File: config.mk
export PLATFORM = sky130hd
export DESIGN_NAME = vga_rect_plotter_flat
export DESIGN_NICKNAME = d
export VERILOG_FILES = /design/src/rtl/vga_rect_plotter_if.sv /design/src/rtl/vga_rect_plotter.sv /design/src/flat_wrapper.sv
export SDC_FILE = /design/constraint.sdc
export NUM_CORES = 1
export LEC_CHECK = 0
export ABC_AREA = 1
export BUFFER_PORTS_ARGS = -buffer_cell sky130_fd_sc_hd__buf_2
export CAP_MARGIN = 20
export CELL_PAD_IN_SITES_DETAIL_PLACEMENT = 0
export CELL_PAD_IN_SITES_GLOBAL_PLACEMENT = 1
export CORE_ASPECT_RATIO = 0.6
export CORE_MARGIN = 5
export CORE_UTILIZATION = 43
export DETAILED_ROUTE_END_ITERATION = 8
export PLACE_DENSITY_LB_ADDON = 0.1
export SLEW_MARGIN = 20
export SYNTH_ARGS = -nofsm -noshare
export SYNTH_HDL_FRONTEND = slang
export SYNTH_SLANG_ARGS = --single-unit
File: constraint.sdc
create_clock -name CLOCK_50 -period 4.51 [get_ports CLOCK_50]
set_input_delay 0.451 -clock CLOCK_50 [delete_from_list [all_inputs] [get_ports CLOCK_50]]
set_output_delay 0.451 -clock CLOCK_50 [all_outputs]
set_load 0.03 [all_outputs]
File: src/rtl/vga_rect_plotter_if.sv
// Command and pixel-write bundle between a rectangle requester and vga_rect_plotter.
// The master issues commands and observes pixels; the slave is the plotter.
interface vga_rect_plotter_if #(
   parameter int XW = 8,
   parameter int YW = 7,
   parameter int CW = 3
);
   logic          cmd_valid;
   logic          cmd_ready;
   logic [XW-1:0] cmd_x;
   logic [YW-1:0] cmd_y;
   logic [XW-1:0] cmd_w;
   logic [YW-1:0] cmd_h;
   logic [CW-1:0] cmd_color;
   logic [1:0]    cmd_mode;
   logic          abort;
   logic [XW-1:0] VGA_X;
   logic [YW-1:0] VGA_Y;
   logic [CW-1:0] VGA_COLOR;
   logic          plot;
   logic          busy;
   logic          done;

   modport master (
      output cmd_valid, cmd_x, cmd_y, cmd_w, cmd_h, cmd_color, cmd_mode, abort,
      input  cmd_ready, VGA_X, VGA_Y, VGA_COLOR, plot, busy, done
   );

   modport slave (
      input  cmd_valid, cmd_x, cmd_y, cmd_w, cmd_h, cmd_color, cmd_mode, abort,
      output cmd_ready, VGA_X, VGA_Y, VGA_COLOR, plot, busy, done
   );
endinterface

File: src/rtl/vga_rect_plotter.sv
// Rectangle plotter: walks a latched rectangle one pixel per cycle in row-major
// order and drives a VGA adapter pixel-write port (fill / outline / clear).
module vga_rect_plotter #(
   parameter int XW    = 8,
   parameter int YW    = 7,
   parameter int CW    = 3,
   parameter int H_RES = 160,
   parameter int V_RES = 120
) (
   input  logic            CLOCK_50,
   input  logic            resetn,
   vga_rect_plotter_if.slave bus
);
   typedef enum logic {IDLE, DRAW} state_t;
   localparam logic [1:0] MODE_OUTLINE = 2'b01;
   localparam logic [1:0] MODE_CLEAR   = 2'b10;

   state_t        state, state_nxt;
   logic [XW-1:0] x0_q, w_q, dx_q;
   logic [YW-1:0] y0_q, h_q, dy_q;
   logic [CW-1:0] color_q;
   logic          outline_q;

   logic          accept, degenerate, last_pix;
   logic [XW-1:0] px0, pw, pdx;
   logic [YW-1:0] py0, ph, pdy;
   logic [CW-1:0] pcolor;
   logic          poutline;
   logic [XW:0]   sx;
   logic [YW:0]   sy;
   logic          clipped, on_edge, plot_d, done_d;

   assign accept     = bus.cmd_valid & bus.cmd_ready;
   assign degenerate = (bus.cmd_mode != MODE_CLEAR) && (bus.cmd_w == '0 || bus.cmd_h == '0);
   assign last_pix   = (dx_q == w_q - XW'(1)) && (dy_q == h_q - YW'(1));

   // State register plus the latched command and pixel counters
   always_ff @(posedge CLOCK_50 or negedge resetn) begin
      if (!resetn) begin
         state     <= IDLE;
         dx_q      <= '0;
         dy_q      <= '0;
         x0_q      <= '0;
         y0_q      <= '0;
         w_q       <= '0;
         h_q       <= '0;
         color_q   <= '0;
         outline_q <= 1'b0;
      end else begin
         state <= state_nxt;
         if (state_nxt == DRAW) begin
            dx_q <= pdx;
            dy_q <= pdy;
         end else begin
            dx_q <= '0;
            dy_q <= '0;
         end
         if (accept) begin
            x0_q      <= px0;
            y0_q      <= py0;
            w_q       <= pw;
            h_q       <= ph;
            color_q   <= pcolor;
            outline_q <= poutline;
         end
      end
   end

   // Abort wins over completion when both land in the same cycle
   always_comb begin
      state_nxt = state;
      case (state)
         IDLE:    if (accept && !degenerate) state_nxt = DRAW;
         DRAW:    if (bus.abort || last_pix) state_nxt = IDLE;
         default: state_nxt = IDLE;
      endcase
   end

   // Next pixel: from the incoming command on accept, else the advanced counters
   always_comb begin
      px0      = x0_q;
      py0      = y0_q;
      pw       = w_q;
      ph       = h_q;
      pcolor   = color_q;
      poutline = outline_q;
      pdx      = dx_q;
      pdy      = dy_q;
      if (state == IDLE) begin
         pdx    = '0;
         pdy    = '0;
         pcolor = bus.cmd_color;
         if (bus.cmd_mode == MODE_CLEAR) begin
            px0      = '0;
            py0      = '0;
            pw       = XW'(H_RES);
            ph       = YW'(V_RES);
            poutline = 1'b0;
         end else begin
            px0      = bus.cmd_x;
            py0      = bus.cmd_y;
            pw       = bus.cmd_w;
            ph       = bus.cmd_h;
            poutline = (bus.cmd_mode == MODE_OUTLINE);
         end
      end else if (dx_q == w_q - XW'(1)) begin
         pdx = '0;
         pdy = dy_q + YW'(1);
      end else begin
         pdx = dx_q + XW'(1);
      end
      // One extra bit so off-screen sums are seen rather than wrapping on-screen
      sx      = {1'b0, px0} + {1'b0, pdx};
      sy      = {1'b0, py0} + {1'b0, pdy};
      clipped = (sx >= (XW+1)'(H_RES)) || (sy >= (YW+1)'(V_RES));
      on_edge = (pdx == '0) || (pdx == pw - XW'(1)) || (pdy == '0) || (pdy == ph - YW'(1));
      plot_d  = (state_nxt == DRAW) && !clipped && (!poutline || on_edge);
      done_d  = (state == IDLE) ? (accept && degenerate) : (!bus.abort && last_pix);
   end

   always_ff @(posedge CLOCK_50 or negedge resetn) begin
      if (!resetn) begin
         bus.cmd_ready <= 1'b0;
         bus.busy      <= 1'b0;
         bus.done      <= 1'b0;
         bus.plot      <= 1'b0;
         bus.VGA_X     <= '0;
         bus.VGA_Y     <= '0;
         bus.VGA_COLOR <= '0;
      end else begin
         bus.cmd_ready <= (state_nxt == IDLE);
         bus.busy      <= (state_nxt == DRAW);
         bus.done      <= done_d;
         bus.plot      <= plot_d;
         if (state_nxt == DRAW) begin
            bus.VGA_X     <= sx[XW-1:0];
            bus.VGA_Y     <= sy[YW-1:0];
            bus.VGA_COLOR <= pcolor;
         end
      end
   end
endmodule

File: src/flat_wrapper.sv
// flat-port wrapper written by rule: the top's interface ports become plain ports
module vga_rect_plotter_flat 
#(
   parameter int XW    = 8,
   parameter int YW    = 7,
   parameter int CW    = 3,
   parameter int H_RES = 160,
   parameter int V_RES = 120
)
  (CLOCK_50, resetn, bus_cmd_valid, bus_cmd_x, bus_cmd_y, bus_cmd_w, bus_cmd_h, bus_cmd_color, bus_cmd_mode, bus_abort, bus_cmd_ready, bus_VGA_X, bus_VGA_Y, bus_VGA_COLOR, bus_plot, bus_busy, bus_done);
  vga_rect_plotter_if #(.XW(XW), .YW(YW), .CW(CW)) bus_i ();
  input  logic CLOCK_50;
  input  logic resetn;
  input wire logic [$bits(bus_i.cmd_valid)-1:0] bus_cmd_valid;
  input wire logic [$bits(bus_i.cmd_x)-1:0] bus_cmd_x;
  input wire logic [$bits(bus_i.cmd_y)-1:0] bus_cmd_y;
  input wire logic [$bits(bus_i.cmd_w)-1:0] bus_cmd_w;
  input wire logic [$bits(bus_i.cmd_h)-1:0] bus_cmd_h;
  input wire logic [$bits(bus_i.cmd_color)-1:0] bus_cmd_color;
  input wire logic [$bits(bus_i.cmd_mode)-1:0] bus_cmd_mode;
  input wire logic [$bits(bus_i.abort)-1:0] bus_abort;
  output wire logic [$bits(bus_i.cmd_ready)-1:0] bus_cmd_ready;
  output wire logic [$bits(bus_i.VGA_X)-1:0] bus_VGA_X;
  output wire logic [$bits(bus_i.VGA_Y)-1:0] bus_VGA_Y;
  output wire logic [$bits(bus_i.VGA_COLOR)-1:0] bus_VGA_COLOR;
  output wire logic [$bits(bus_i.plot)-1:0] bus_plot;
  output wire logic [$bits(bus_i.busy)-1:0] bus_busy;
  output wire logic [$bits(bus_i.done)-1:0] bus_done;
  assign bus_i.cmd_valid = bus_cmd_valid;
  assign bus_i.cmd_x = bus_cmd_x;
  assign bus_i.cmd_y = bus_cmd_y;
  assign bus_i.cmd_w = bus_cmd_w;
  assign bus_i.cmd_h = bus_cmd_h;
  assign bus_i.cmd_color = bus_cmd_color;
  assign bus_i.cmd_mode = bus_cmd_mode;
  assign bus_i.abort = bus_abort;
  assign bus_cmd_ready = bus_i.cmd_ready;
  assign bus_VGA_X = bus_i.VGA_X;
  assign bus_VGA_Y = bus_i.VGA_Y;
  assign bus_VGA_COLOR = bus_i.VGA_COLOR;
  assign bus_plot = bus_i.plot;
  assign bus_busy = bus_i.busy;
  assign bus_done = bus_i.done;
  vga_rect_plotter #(.XW(XW), .YW(YW), .CW(CW), .H_RES(H_RES), .V_RES(V_RES)) u_core (.CLOCK_50(CLOCK_50), .resetn(resetn), .bus(bus_i));
endmodule
==> results_tabular.tex <==
\begin{tabular}{lr}
\hline
Metric & Value \\
\hline
\multicolumn{2}{l}{\textbf{Status}} \\
Run status & completed \\
\multicolumn{2}{l}{\textbf{Yosys}} \\
Number of warnings issued by yosys & 0 \\
Number of instances in the synthesized netlist & 743 \\
Post-synthesis instance area & 5220 um2 \\
Share of flip-flops with an asynchronous set or reset after synthesis & 100\% \\
Number of storage elements in the synthesis netlist & 71 \\
Prevailing post-synth register cell & sky130\_fd\_sc\_hd\_\_dfrtp\_1 \\
Synthesized area per cell & 7.02 um2 \\
Seq/Total Area, Yosys & 34.1\% \\
Post-synth net total & 804 \\
Post-synth cell types & 43 \\
Post-synth EDFFs & 0 \\
\multicolumn{2}{l}{\textbf{Finish}} \\
Nets@finish & 864 \\
Number of fill cells & 1240 \\
Fraction of layout instances using a drive strength above 1 & 14.5\% \\
Number of antenna repair diodes & 0 \\
Final std cell area, no fill & 6020 um2 \\
Leading cell types in the layout, fill and taps excluded & sky130\_fd\_sc\_hd\_\_nand2\_1, sky130\_fd\_sc\_hd\_\_inv\_1, sky130\_fd\_sc\_hd\_\_nor2\_1 \\
Most frequent standard cell in the layout excluding fill and tap cells & sky130\_fd\_sc\_hd\_\_nand2\_1 \\
Non-filler instance count after layout & 973 \\
Area growth from synthesis to final layout & 15.5\% \\
\multicolumn{2}{l}{\textbf{Worst setup path}} \\
CP Data Required Time & 4.74 ns \\
Startpoint type of the worst setup path & flop \\
Critical path peak fanout & 6 \\
Type of the worst setup path & flop to flop \\
Worst Setup End Kind & flop \\
Signal arrival time at the worst endpoint & 3.99 ns \\
\multicolumn{2}{l}{\textbf{Floorplanning}} \\
Die outline width & 152 um \\
Initial core utilization & 43.7\% \\
Die Area & 14500 um2 \\
Floorplan die height & 95.3 um \\
Placeable core region & 11900 um2 \\
Number of rows created at floorplan & 31 \\
Ports & 61 \\
\multicolumn{2}{l}{\textbf{Placement}} \\
Placed cell areas & 5700 um2 \\
Pre-CTS setup slack & 0.801 ns \\
Dpl cells & 957 \\
Quantity of I/O buffers inserted on ports & 60 \\
Placer's final routability congestion estimate & 0.923 \\
HPWL Detailed & 11.8 mm \\
\multicolumn{2}{l}{\textbf{Power and ir drop}} \\
Part of the power in registers & 26.7\% \\
Switching share of power & 47.6\% \\
Switching pwr & 1.86 mW \\
Cell leakage power & 3.19 nW \\
Ratio of total power to cell area & 650 nW/um2 \\
Peak supply drop & 0.248 mV \\
Fraction of power consumed by the clock network & 20.1\% \\
Relative contribution of combinational cells to total power & 53.1\% \\
P\_int & 2.05 mW \\
\multicolumn{2}{l}{\textbf{GRT}} \\
Overflow left after global routing & 0 \\
Via count of the first global-routing pass & 4933 \\
Number of antenna violations at the first check in global routing & 0 \\
GRT Overall Usage & 22.3\% \\
Largest net degree at the start of global routing & 49 \\
Global-route wire length before repair & 25.5 mm \\
\multicolumn{2}{l}{\textbf{Detailed routing}} \\
Routed wire length & 15.6 mm \\
Vias after detailed routing & 5007 \\
Drt drc & 0 \\
Vias per std cell & 5.15 \\
Routed length per placed instance & 16.0 um \\
Number of DRC markers after the initial detailed-route iteration & 340 \\
Number of search-and-repair iterations in the first detailed-routing pass & 5 \\
Number of nets with antenna violations after detailed routing & 0 \\
\multicolumn{2}{l}{\textbf{STA}} \\
Max Slew Vio Count & 0 \\
Total setup violations reported at the end of the flow & 0 \\
Worst-margin pin slew & 0.764 ns \\
Max Clk Rate & 266 MHz \\
Tmin final & 3.76 ns \\
Minimum setup slack in the final design & 0.748 ns \\
Final period utilization & 83.4\% \\
Worst clock skew on the final layout & 0.00708 ns \\
Hold slack final & 0.0969 ns \\
Relative slew margins & 49.0\% \\
Count of final hold-check violations & 0 \\
Setup repair after global routing missed its margin & false \\
Setup Total Neg Slack & 0 ns \\
\multicolumn{2}{l}{\textbf{Clock network}} \\
Clock slew seen by the registers of the worst setup and hold paths & 0.06 ns \\
Num CTS Buffers & 9 \\
Count of H-tree levels built during CTS & 3 \\
Clock insertion delay at the later pin of the skew report & 0.34 ns \\
Clk sinks & 71 \\
Clock tree from TritonCTS & yes \\
\# Post-CTS Setup Buffers & 0 \\
CTS max path bufs & 2 \\
Number of hold buffers added after CTS & 0 \\
PostCTS Resize Cnt & 0 \\
Root buffer cell & sky130\_fd\_sc\_hd\_\_clkbuf\_16 \\
\multicolumn{2}{l}{\textbf{Flow run}} \\
Count of max-cap constraint violations & 0 \\
\multicolumn{2}{l}{\textbf{Worst hold path}} \\
Class of the most critical hold timing path & input port to asynchronous set/reset pin \\
\hline
\end{tabular}
-- power groups by stage --
stage	combinational, mW	clock (mW)	sequential, mW
2_1_floorplan	1.40	0	1.19
3_3_place_gp	2.04	0	1.05
3_5_place_dp	2.07	0	1.06
4_1_cts	2.08	0.801	1.05
5_1_grt	2.34	0.826	1.08
6_report	2.08	0.789	1.05
-- kinds of logic after synthesis --
kind of cell	share of synthesized area, %
flops	34.1
compound gates	9.86
fa+ha+maj	5.56
xor+xnor	7.56
simple gates	33.5
buf+inv	9.47
-- layer usage --
metal	up-vias	part of all wire (%)	wire (um)	GRT usage, %
li1	2510	-	-	-
met1	2354	51	7960	31.6
met2	129	43	6720	35.7
met3	14	4.6	709	4.40
met4	0	1.1	165	5.16
met5	-	0	0	0
-- path summary, 6_finish.rpt --
path / startpoint / end / slack [ns] / cells after the start
min in group CLOCK_50: bus_abort / u_core.bus.done / 0.32 / 2
max in group asynchronous: resetn / u_core.bus.VGA_X[6] / 3.36 / 2
worst min register to register: u_core.bus.VGA_Y[1] / u_core.bus.VGA_Y[1] / 0.47 / 2
worst min-delay path: resetn / u_core.bus.VGA_Y[2] / 0.1 / 1
worst max register to register: u_core.w_q[0] / u_core.bus.plot / 0.75 / 23
worst max-delay path: u_core.w_q[0] / u_core.bus.plot / 0.75 / 23
-- sequential cells by signal, summed over array words and instances, names as in the netlist --
| name | count |
|---|---|
| u_core.bus.VGA_COLOR | 3 |
| u_core.bus.VGA_X | 8 |
| u_core.bus.VGA_Y | 7 |
| u_core.bus.cmd_ready | 1 |
| u_core.bus.done | 1 |
| u_core.bus.plot | 1 |
| u_core.color_q | 3 |
| u_core.dx_q | 8 |
| u_core.dy_q | 7 |
| u_core.h_q | 7 |
| u_core.outline_q | 1 |
| u_core.state | 1 |
| u_core.w_q | 8 |
| u_core.x0_q | 8 |
| u_core.y0_q | 7 |
-- area by class of cell --
class	instances	area, um2	share of cell area (%)
multi-input cells	543	2950	48.9
flip-flops and latches	71	1780	29.5
inverters	111	417	6.92
repair buffers	67	353	5.86
clock buffers	11	243	4.03
well taps	165	206	3.43
clock inverters	5	81.3	1.35
-- through the flow --
stage	total power, mW	util [%]
final	3.92	50.4
after global routing	4.25	50.4
after CTS	3.93	50.4
after detailed placement	3.13	47.7
after global placement	3.10	47.7
after floorplan	2.58	-
-- synthesized netlist by cell type, types with 9 or more instances --
| library cell | count | share of area [%] |
|---|---|---|
| sky130_fd_sc_hd__xnor2_1 | 13 | 2.2 |
| sky130_fd_sc_hd__nand4_1 | 14 | 1.7 |
| sky130_fd_sc_hd__nor2_1 | 75 | 5.4 |
| sky130_fd_sc_hd__o21ai_0 | 32 | 3.1 |
| sky130_fd_sc_hd__inv_1 | 106 | 7.6 |
| sky130_fd_sc_hd__a21oi_1 | 9 | 0.86 |
| sky130_fd_sc_hd__clkbuf_1 | 9 | 0.65 |
| sky130_fd_sc_hd__o22ai_1 | 28 | 3.4 |
| sky130_fd_sc_hd__nand2_1 | 199 | 14 |
| sky130_fd_sc_hd__dfrtp_1 | 71 | 34 |
| sky130_fd_sc_hd__xor2_1 | 32 | 5.4 |
| sky130_fd_sc_hd__nand3_1 | 58 | 5.6 |
| sky130_fd_sc_hd__ha_1 | 20 | 4.8 |
-- worst max-delay path: stages, from the launching register on --
cell and delay, ns:
sky130_fd_sc_hd__dfrtp_1 0.40, sky130_fd_sc_hd__inv_1 0.18, sky130_fd_sc_hd__ha_1 0.27, sky130_fd_sc_hd__inv_1 0.07, sky130_fd_sc_hd__nand2_1 0.06, sky130_fd_sc_hd__nand3b_1 0.08
sky130_fd_sc_hd__nand2_1 0.08, sky130_fd_sc_hd__o21ai_0 0.12, sky130_fd_sc_hd__nor2_2 0.20, sky130_fd_sc_hd__nand4_1 0.11, sky130_fd_sc_hd__nand3_1 0.15, sky130_fd_sc_hd__inv_1 0.06
sky130_fd_sc_hd__ha_1 0.21, sky130_fd_sc_hd__fa_1 0.42, sky130_fd_sc_hd__nand3_1 0.11, sky130_fd_sc_hd__and2_1 0.17, sky130_fd_sc_hd__inv_1 0.06, sky130_fd_sc_hd__a21oi_1 0.15
sky130_fd_sc_hd__nor2_1 0.06, sky130_fd_sc_hd__nor2_1 0.11, sky130_fd_sc_hd__xor2_1 0.22, sky130_fd_sc_hd__nand4_1 0.13, sky130_fd_sc_hd__nor2_1 0.16, sky130_fd_sc_hd__nor2_1 0.06
No activity file was read; power rests on OpenSTA's default activity.
